### src/rtl/video_frame_sink_pkg.sv
// Shared video-core types: pixel stream record, frame geometry and sink FSM states.
package video_frame_sink_pkg;

    localparam int unsigned HSize = 640;
    localparam int unsigned VSize = 480;
    localparam int unsigned Rw    = 4;   // width of each colour channel
    localparam int unsigned HcW   = 10;
    localparam int unsigned VcW   = 10;

    // One pixel of the daisy-chain stream; start marks pixel (0,0).
    typedef struct packed {
        logic           start;
        logic [HcW-1:0] hc;
        logic [VcW-1:0] vc;
        logic [Rw-1:0]  r;
        logic [Rw-1:0]  g;
        logic [Rw-1:0]  b;
    } vga_frame_t;

    typedef enum logic [1:0] {
        StSync,
        StFill,
        StRun
    } sink_state_t;

endpackage

### src/rtl/video_frame_sink_if.sv
// Pixel stream handshake between the last chain stage (master) and the frame sink (slave).
interface video_frame_sink_if;
    import video_frame_sink_pkg::*;

    logic       source_vld;
    vga_frame_t source_frame;
    logic       stall;

    modport master (output source_vld, output source_frame, input stall);
    modport slave  (input source_vld, input source_frame, output stall);

endinterface

### src/rtl/video_sink_fifo.sv
// Synchronous FIFO with a 1-bit tag lane, registered read data and a same-cycle flush.
// A push coinciding with flush is kept as the sole entry of the emptied FIFO.
module video_sink_fifo #(
    parameter int unsigned DW    = 12,
    parameter int unsigned Depth = 16,
    localparam int unsigned AW   = $clog2(Depth),
    localparam int unsigned CW   = AW + 1
) (
    input  logic          clk,
    input  logic          rst,
    input  logic          push_i,
    input  logic          pop_i,
    input  logic          flush_i,
    input  logic          tag_i,
    input  logic [DW-1:0] din_i,
    output logic [DW-1:0] dout_o,
    output logic          head_tag_o,
    output logic [CW-1:0] count_o,
    output logic          full_o,
    output logic          empty_o
);

    logic [DW:0]   mem_q [Depth];
    logic [AW-1:0] wr_ptr_q, rd_ptr_q, wr_addr;
    logic [CW-1:0] count_q;
    logic [DW-1:0] dout_q;
    logic          wr_en, rd_en;

    assign full_o     = (count_q == CW'(Depth));
    assign empty_o    = (count_q == '0);
    assign wr_en      = push_i & (flush_i | ~full_o);
    assign rd_en      = pop_i & ~empty_o;
    assign wr_addr    = flush_i ? '0 : wr_ptr_q;
    // Tag of the entry the next pop will return, for checks before popping.
    assign head_tag_o = mem_q[rd_ptr_q][DW];
    assign dout_o     = dout_q;
    assign count_o    = count_q;

    // Pointer and occupancy tracking; flush restarts both pointers at 0.
    always_ff @(posedge clk) begin
        if (rst) begin
            wr_ptr_q <= '0;
            rd_ptr_q <= '0;
            count_q  <= '0;
        end else if (flush_i) begin
            wr_ptr_q <= wr_en ? AW'(1) : '0;
            rd_ptr_q <= '0;
            count_q  <= CW'(wr_en);
        end else begin
            wr_ptr_q <= wr_ptr_q + AW'(wr_en);
            rd_ptr_q <= rd_ptr_q + AW'(rd_en);
            count_q  <= count_q + CW'(wr_en) - CW'(rd_en);
        end
    end

    // Storage array, no reset needed.
    always_ff @(posedge clk) begin
        if (wr_en) begin
            mem_q[wr_addr] <= {tag_i, din_i};
        end
    end

    // Registered read port, holds between pops.
    always_ff @(posedge clk) begin
        if (rst) begin
            dout_q <= '0;
        end else if (rd_en) begin
            dout_q <= mem_q[rd_ptr_q][DW-1:0];
        end
    end

endmodule

### src/rtl/video_frame_sink.sv
// Terminal sink of the video chain: buffers the pixel stream, applies backpressure and
// replays pixels to the sync controller aligned on the frame start.
// Optional build macro: VIDEO_FRAME_SINK_STATS_EN enables the saturating underflow counter.
module video_frame_sink
    import video_frame_sink_pkg::*;
#(
    parameter int unsigned FifoDepth  = 16,
    parameter int unsigned AfullThres = FifoDepth - 3,
    parameter int unsigned Prefill    = FifoDepth / 2
) (
    input  logic                 clk,
    input  logic                 rst,
    video_frame_sink_if.slave    src_if,
    input  logic                 pixel_req_i,
    input  logic                 sync_start_i,
    output logic [Rw-1:0]        vga_r_o,
    output logic [Rw-1:0]        vga_g_o,
    output logic [Rw-1:0]        vga_b_o,
    output logic                 resync_err_o,
    output logic [15:0]          underflow_cnt_o
);

    localparam int unsigned CntW  = $clog2(FifoDepth) + 1;
    localparam int unsigned DataW = 3 * Rw;

    sink_state_t      state_q, state_d;
    logic             stall_q, show_q, err_q;
    logic             push, push_eff, wr_ok, pop, flush;
    logic             underflow, misalign, overflow;
    logic [CntW-1:0]  count, cnt_next;
    logic             full, empty, head_tag;
    logic [DataW-1:0] data_in, data_out;

    assign data_in = {src_if.source_frame.r, src_if.source_frame.g, src_if.source_frame.b};

    video_sink_fifo #(
        .DW    (DataW),
        .Depth (FifoDepth)
    ) u_fifo (
        .clk        (clk),
        .rst        (rst),
        .push_i     (push_eff),
        .pop_i      (pop),
        .flush_i    (flush),
        .tag_i      (src_if.source_frame.start),
        .din_i      (data_in),
        .dout_o     (data_out),
        .head_tag_o (head_tag),
        .count_o    (count),
        .full_o     (full),
        .empty_o    (empty)
    );

    // Next state, FIFO control and error events.
    always_comb begin
        push      = src_if.source_vld & ~stall_q &
                    ((state_q != StSync) | src_if.source_frame.start);
        pop       = 1'b0;
        flush     = 1'b0;
        underflow = 1'b0;
        misalign  = 1'b0;
        state_d   = state_q;
        unique case (state_q)
            StSync: flush = 1'b1;
            StFill: begin
                if (pixel_req_i && sync_start_i && (count >= CntW'(Prefill))) begin
                    pop     = 1'b1;
                    state_d = StRun;
                end
            end
            StRun: begin
                if (pixel_req_i) begin
                    if (empty) begin
                        underflow = 1'b1;
                        flush     = 1'b1;
                        state_d   = StSync;
                    end else begin
                        pop = 1'b1;
                        if (head_tag ^ sync_start_i) begin
                            misalign = 1'b1;
                            flush    = 1'b1;
                            state_d  = StSync;
                        end
                    end
                end
            end
            default: state_d = StSync;
        endcase
        // While flushing only a frame-start pixel survives; it restarts the fill.
        push_eff = push & (~flush | src_if.source_frame.start);
        if (flush && push_eff) begin
            state_d = StFill;
        end
        wr_ok    = push_eff & (flush | ~full);
        overflow = push_eff & full & ~flush;
        cnt_next = flush ? CntW'(wr_ok) : count + CntW'(wr_ok) - CntW'(pop);
    end

    // FSM state plus registered stall, output-enable and sticky error.
    always_ff @(posedge clk) begin
        if (rst) begin
            state_q <= StSync;
            stall_q <= 1'b0;
            show_q  <= 1'b0;
            err_q   <= 1'b0;
        end else begin
            state_q <= state_d;
            stall_q <= (cnt_next >= CntW'(AfullThres));
            if (state_d != StRun) begin
                show_q <= 1'b0;
            end else if (pixel_req_i) begin
                show_q <= pop;
            end
            if (underflow || misalign || overflow) begin
                err_q <= 1'b1;
            end
        end
    end

`ifdef VIDEO_FRAME_SINK_STATS_EN
    logic [15:0] uf_cnt_q;

    // Saturating count of underflow events.
    always_ff @(posedge clk) begin
        if (rst) begin
            uf_cnt_q <= '0;
        end else if (underflow && (uf_cnt_q != 16'hffff)) begin
            uf_cnt_q <= uf_cnt_q + 16'd1;
        end
    end

    assign underflow_cnt_o = uf_cnt_q;
`else
    assign underflow_cnt_o = '0;
`endif

    assign src_if.stall = stall_q;
    assign resync_err_o = err_q;
    assign vga_r_o      = show_q ? data_out[3*Rw-1:2*Rw] : '0;
    assign vga_g_o      = show_q ? data_out[2*Rw-1:Rw]   : '0;
    assign vga_b_o      = show_q ? data_out[Rw-1:0]      : '0;

endmodule

### src/flat_wrapper.sv
// flat-port wrapper written by rule: the top's interface ports become plain ports
module video_frame_sink_flat import video_frame_sink_pkg::*;
#(
    parameter int unsigned FifoDepth  = 16,
    parameter int unsigned AfullThres = FifoDepth - 3,
    parameter int unsigned Prefill    = FifoDepth / 2
)
  (clk, rst, pixel_req_i, sync_start_i, vga_r_o, vga_g_o, vga_b_o, resync_err_o, underflow_cnt_o, src_if_source_vld, src_if_source_frame, src_if_stall);
  video_frame_sink_if src_if_i ();
  input  logic clk;
  input  logic rst;
  input  logic pixel_req_i;
  input  logic sync_start_i;
  output logic [Rw-1:0] vga_r_o;
  output logic [Rw-1:0] vga_g_o;
  output logic [Rw-1:0] vga_b_o;
  output logic resync_err_o;
  output logic [15:0] underflow_cnt_o;
  input wire logic [$bits(src_if_i.source_vld)-1:0] src_if_source_vld;
  input wire logic [$bits(src_if_i.source_frame)-1:0] src_if_source_frame;
  output wire logic [$bits(src_if_i.stall)-1:0] src_if_stall;
  assign src_if_i.source_vld = src_if_source_vld;
  assign src_if_i.source_frame = src_if_source_frame;
  assign src_if_stall = src_if_i.stall;
  video_frame_sink #(.FifoDepth(FifoDepth), .AfullThres(AfullThres), .Prefill(Prefill)) u_core (.clk(clk), .rst(rst), .src_if(src_if_i), .pixel_req_i(pixel_req_i), .sync_start_i(sync_start_i), .vga_r_o(vga_r_o), .vga_g_o(vga_g_o), .vga_b_o(vga_b_o), .resync_err_o(resync_err_o), .underflow_cnt_o(underflow_cnt_o));
endmodule
### config.mk
export PLATFORM = sky130hd
export DESIGN_NAME = video_frame_sink_flat
export DESIGN_NICKNAME = d
export VERILOG_FILES = /design/src/rtl/video_frame_sink_pkg.sv /design/src/rtl/video_frame_sink_if.sv /design/src/rtl/video_sink_fifo.sv /design/src/rtl/video_frame_sink.sv /design/src/flat_wrapper.sv
export SDC_FILE = /design/constraint.sdc
export NUM_CORES = 1
export LEC_CHECK = 0
export BUFFER_PORTS_ARGS = -buffer_cell sky130_fd_sc_hd__buf_2
export CAP_MARGIN = 20
export CORE_UTILIZATION = 30
export CTS_CLUSTER_SIZE = 40
export DETAILED_ROUTE_END_ITERATION = 6
export GPL_ROUTABILITY_DRIVEN = 1
export PLACE_DENSITY = 0.52
export SLEW_MARGIN = 15
export SYNTH_ARGS = -nofsm -noshare
export SYNTH_HDL_FRONTEND = slang
export SYNTH_SLANG_ARGS = --single-unit
### constraint.sdc
create_clock -name clk -period 3.8 [get_ports clk]
set_input_delay 0.38 -clock clk [delete_from_list [all_inputs] [get_ports clk]]
set_output_delay 0.38 -clock clk [all_outputs]
set_load 0.05 [all_outputs]
==> qor.yml <==
ys_top_cells_by_count: "edfxtp_1 (208), mux4_2 (61), nor2_1 (46)"
cts.sinks: 238
min_from: "src_if_source_frame[7]"
reg2reg_to: "u_core.src_if.stall"
avgSynthCellArea_um2: 18.50
area_growth_pct: 17.42
avgRoutedWirePerCell_um: 21.07
period_minus_slack_ns: 3.605
first_pass_iters: 6
synth_top_cell_by_area: "edfxtp_1"
dp_slack_ns: 0.03398
post_dp_cell_area_mm2: 0.01054
drc: 0
holdCritPathClass: "in2reg"
cts-htree-levels: 1
synth_most_common_cell: "edfxtp_1"
cap_violations: 0
final_nets: 642
hold_violations: 0
power.total_mw: 5.533
num_io_pins: 68
crit_type: "reg2reg"
fillers: 2980
io_buffer_count: 31
initial_utilization_pct: 30.69
ant_nets: 0
setup_slack_ns: 0.1946
clk_latency_ns: 0.53
hpwl_mm: 13.46
fp.coreArea_mm2: 0.03172
syn_inst: 526
via_per_inst: 4.735
leakagePower_nw: 3.688
cts_made_buffers: 27
ir_drop_v: 0.0002984
antenna_found_initial: 2
drt_iter0_drc: 395
clock-skew-final_ns: 0.01232
end_kind: "flop"
syn_area_mm2: 0.009733
grt_max_degree: 26
clk_path_buf_depth: 3
finalMaxSlewViolations: 0
relSlewSlack_pct: 36.25
crit_path_start: "u_core.u_fifo.count_o[2]"
ys_warn_count: 0
synth_cell_types: 46
grt_pass1_vias: 5112
r2r_start: "u_core.u_fifo.count_o[2]"
drive_above_1_share_pct: 30.11
dieArea_mm2: 0.03317
status: "finished clean"
ys.flop_type: "edfxtp_1"
fin_area_mm2: 0.01143
grt_remaining_overflow: 0
fmax_mhz: 277.4
setup_viol: 0
power_density_mw_per_mm2: 484.2
holdPathStages: 1
cts_setup_buffers: 0
fp.dieH_um: 182.1
synth_edf_count: 208
dp.cells: 963
vias: 4806
totalWireLength_mm: 21.38
r2r_setup_slack_ns: 0.19
crit_fanout: 6
critPathLaunchType: "flop"
tightest_slew_ns: 0.9520
cts_tree: "built"
critPathArrivalTime_ns: 3.99
routabilityCongestion: 0.8236
cts-resized-gates: 0
required_ns: 4.19
grt_pass1_wl_mm: 32.11
cts-root-buf: "clkbuf_16"
synth_area_leaders: "edfxtp_1 (64%), mux4_2 (14%), dfxtp_1 (6.2%)"
ys_seq_area_share_pct: 70.34
cts_hold_buf: 0
die_x_um: 182.1
path_clk_slew_ns: 0.06
whs_endpoint: "u_core.u_fifo.mem_q[6][7]"
synthArstFlopShare_pct: 0
layout.cells.non_filler: 1015
track_usage_pct: 13.16
row_count: 65
ff2ff_path_depth: 14
synth-seq-cells: 238
synth_top_area_share_pct: 64.17
fin_crit_sh_pct: 94.88
-- worst max-delay path: stages (launching register included) --
cell and delay [ns]:
dfxtp_1 0.37, or4_4 0.57, nand2b_1 0.21, nor4b_1 0.20
o41ai_4 0.41, nand3_2 0.14, o21ai_2 0.11, ha_2 0.24
ha_1 0.28, inv_1 0.11, ha_2 0.22, a31oi_1 0.09
a32oi_1 0.27, xnor2_1 0.16, a21oi_1 0.08
-- logic make-up (layout without fill, tap and decap cells) --
| logic type | Yosys count | in the layout | share of synthesized area [%] |
|---|---|---|---|
| AND/OR/NAND/NOR | 98 | 98 | 5.258 |
| adder cells (fa/ha/maj) | 14 | 14 | 1.800 |
| AO/OA/AOI/OAI | 28 | 28 | 2.365 |
| buffers and inverters | 54 | 124 | 2.892 |
| XOR/XNOR | 11 | 11 | 0.9898 |
| flip-flops | 238 | 238 | 70.34 |
| other | 1 | 18 | 0.03853 |
| multiplexers | 82 | 82 | 16.31 |
-- sequential cells by signal, indices dropped and copies added, names as in the netlist --
signal / flops
u_core.src_if.stall: 1
u_core.u_fifo.dout_o: 12
u_core.show_q: 1
u_core.u_fifo.count_o: 5
u_core.u_fifo.rd_ptr_q: 4
u_core.resync_err_o: 1
u_core.state_q: 2
u_core.u_fifo.wr_ptr_q: 4
u_core.u_fifo.mem_q: 208
-- power by group --
group	internal [mW]	switching (mW)
combinational	0.0470	0.116
clock	1.50	1.02
sequential	2.85	0.00491
total	4.40	1.14
-- how the worst max path moves through the flow --
stage,to,cells after the start
after detailed placement,u_core.src_if.stall,14
after global placement,u_core.src_if.stall,14
after floorplan,u_core.src_if.stall,14
after CTS,u_core.src_if.stall,14
final,u_core.src_if.stall,14
after global routing,u_core.src_if.stall,15
-- stage by stage --
step	TNS, ns	hold slack [ns]	utilization (%)
floorplan	0	0.4522	-
global placement	0	0.4695	33.22
detailed placement	0	0.4775	33.22
CTS	0	0.2103	35.96
global route	-0.01744	0.2248	36.02
finish	0	0.2252	36.03
-- area by class of cell --
| class | count | area [um^2] | area share [%] |
|---|---|---|---|
| antenna | 2 | 5.005 | 0.04379 |
| inverter | 14 | 52.55 | 0.4598 |
| multi-input combinational | 249 | 2681 | 23.46 |
| sequential | 238 | 6855 | 59.98 |
| tap | 402 | 503.0 | 4.401 |
| timing repair buffer | 60 | 460.4 | 4.029 |
| clock inverter | 17 | 142.6 | 1.248 |
| clock buffer | 33 | 728.2 | 6.372 |
-- layout by cell type (no fill, tap or decap), types with 8 or more instances in the layout --
cell type / instances
and2_1: 13
ha_1: 12
inv_1: 14
edfxtp_1: 208
mux2i_1: 20
clkbuf_16: 27
nor2_1: 46
buf_2: 31
buf_4: 22
clkinv_2: 8
mux4_2: 61
conb_1: 16
dfxtp_1: 27
-- routing by layer --
metal,part of all wire (%),GRT usage (%),vias up
li1,-,-,2174
met1,44,17.44,2492
met2,49,22.31,112
met3,4.3,2.654,28
met4,1.8,2.857,0
met5,0,0,-
No activity file was read; power rests on OpenSTA's default activity.
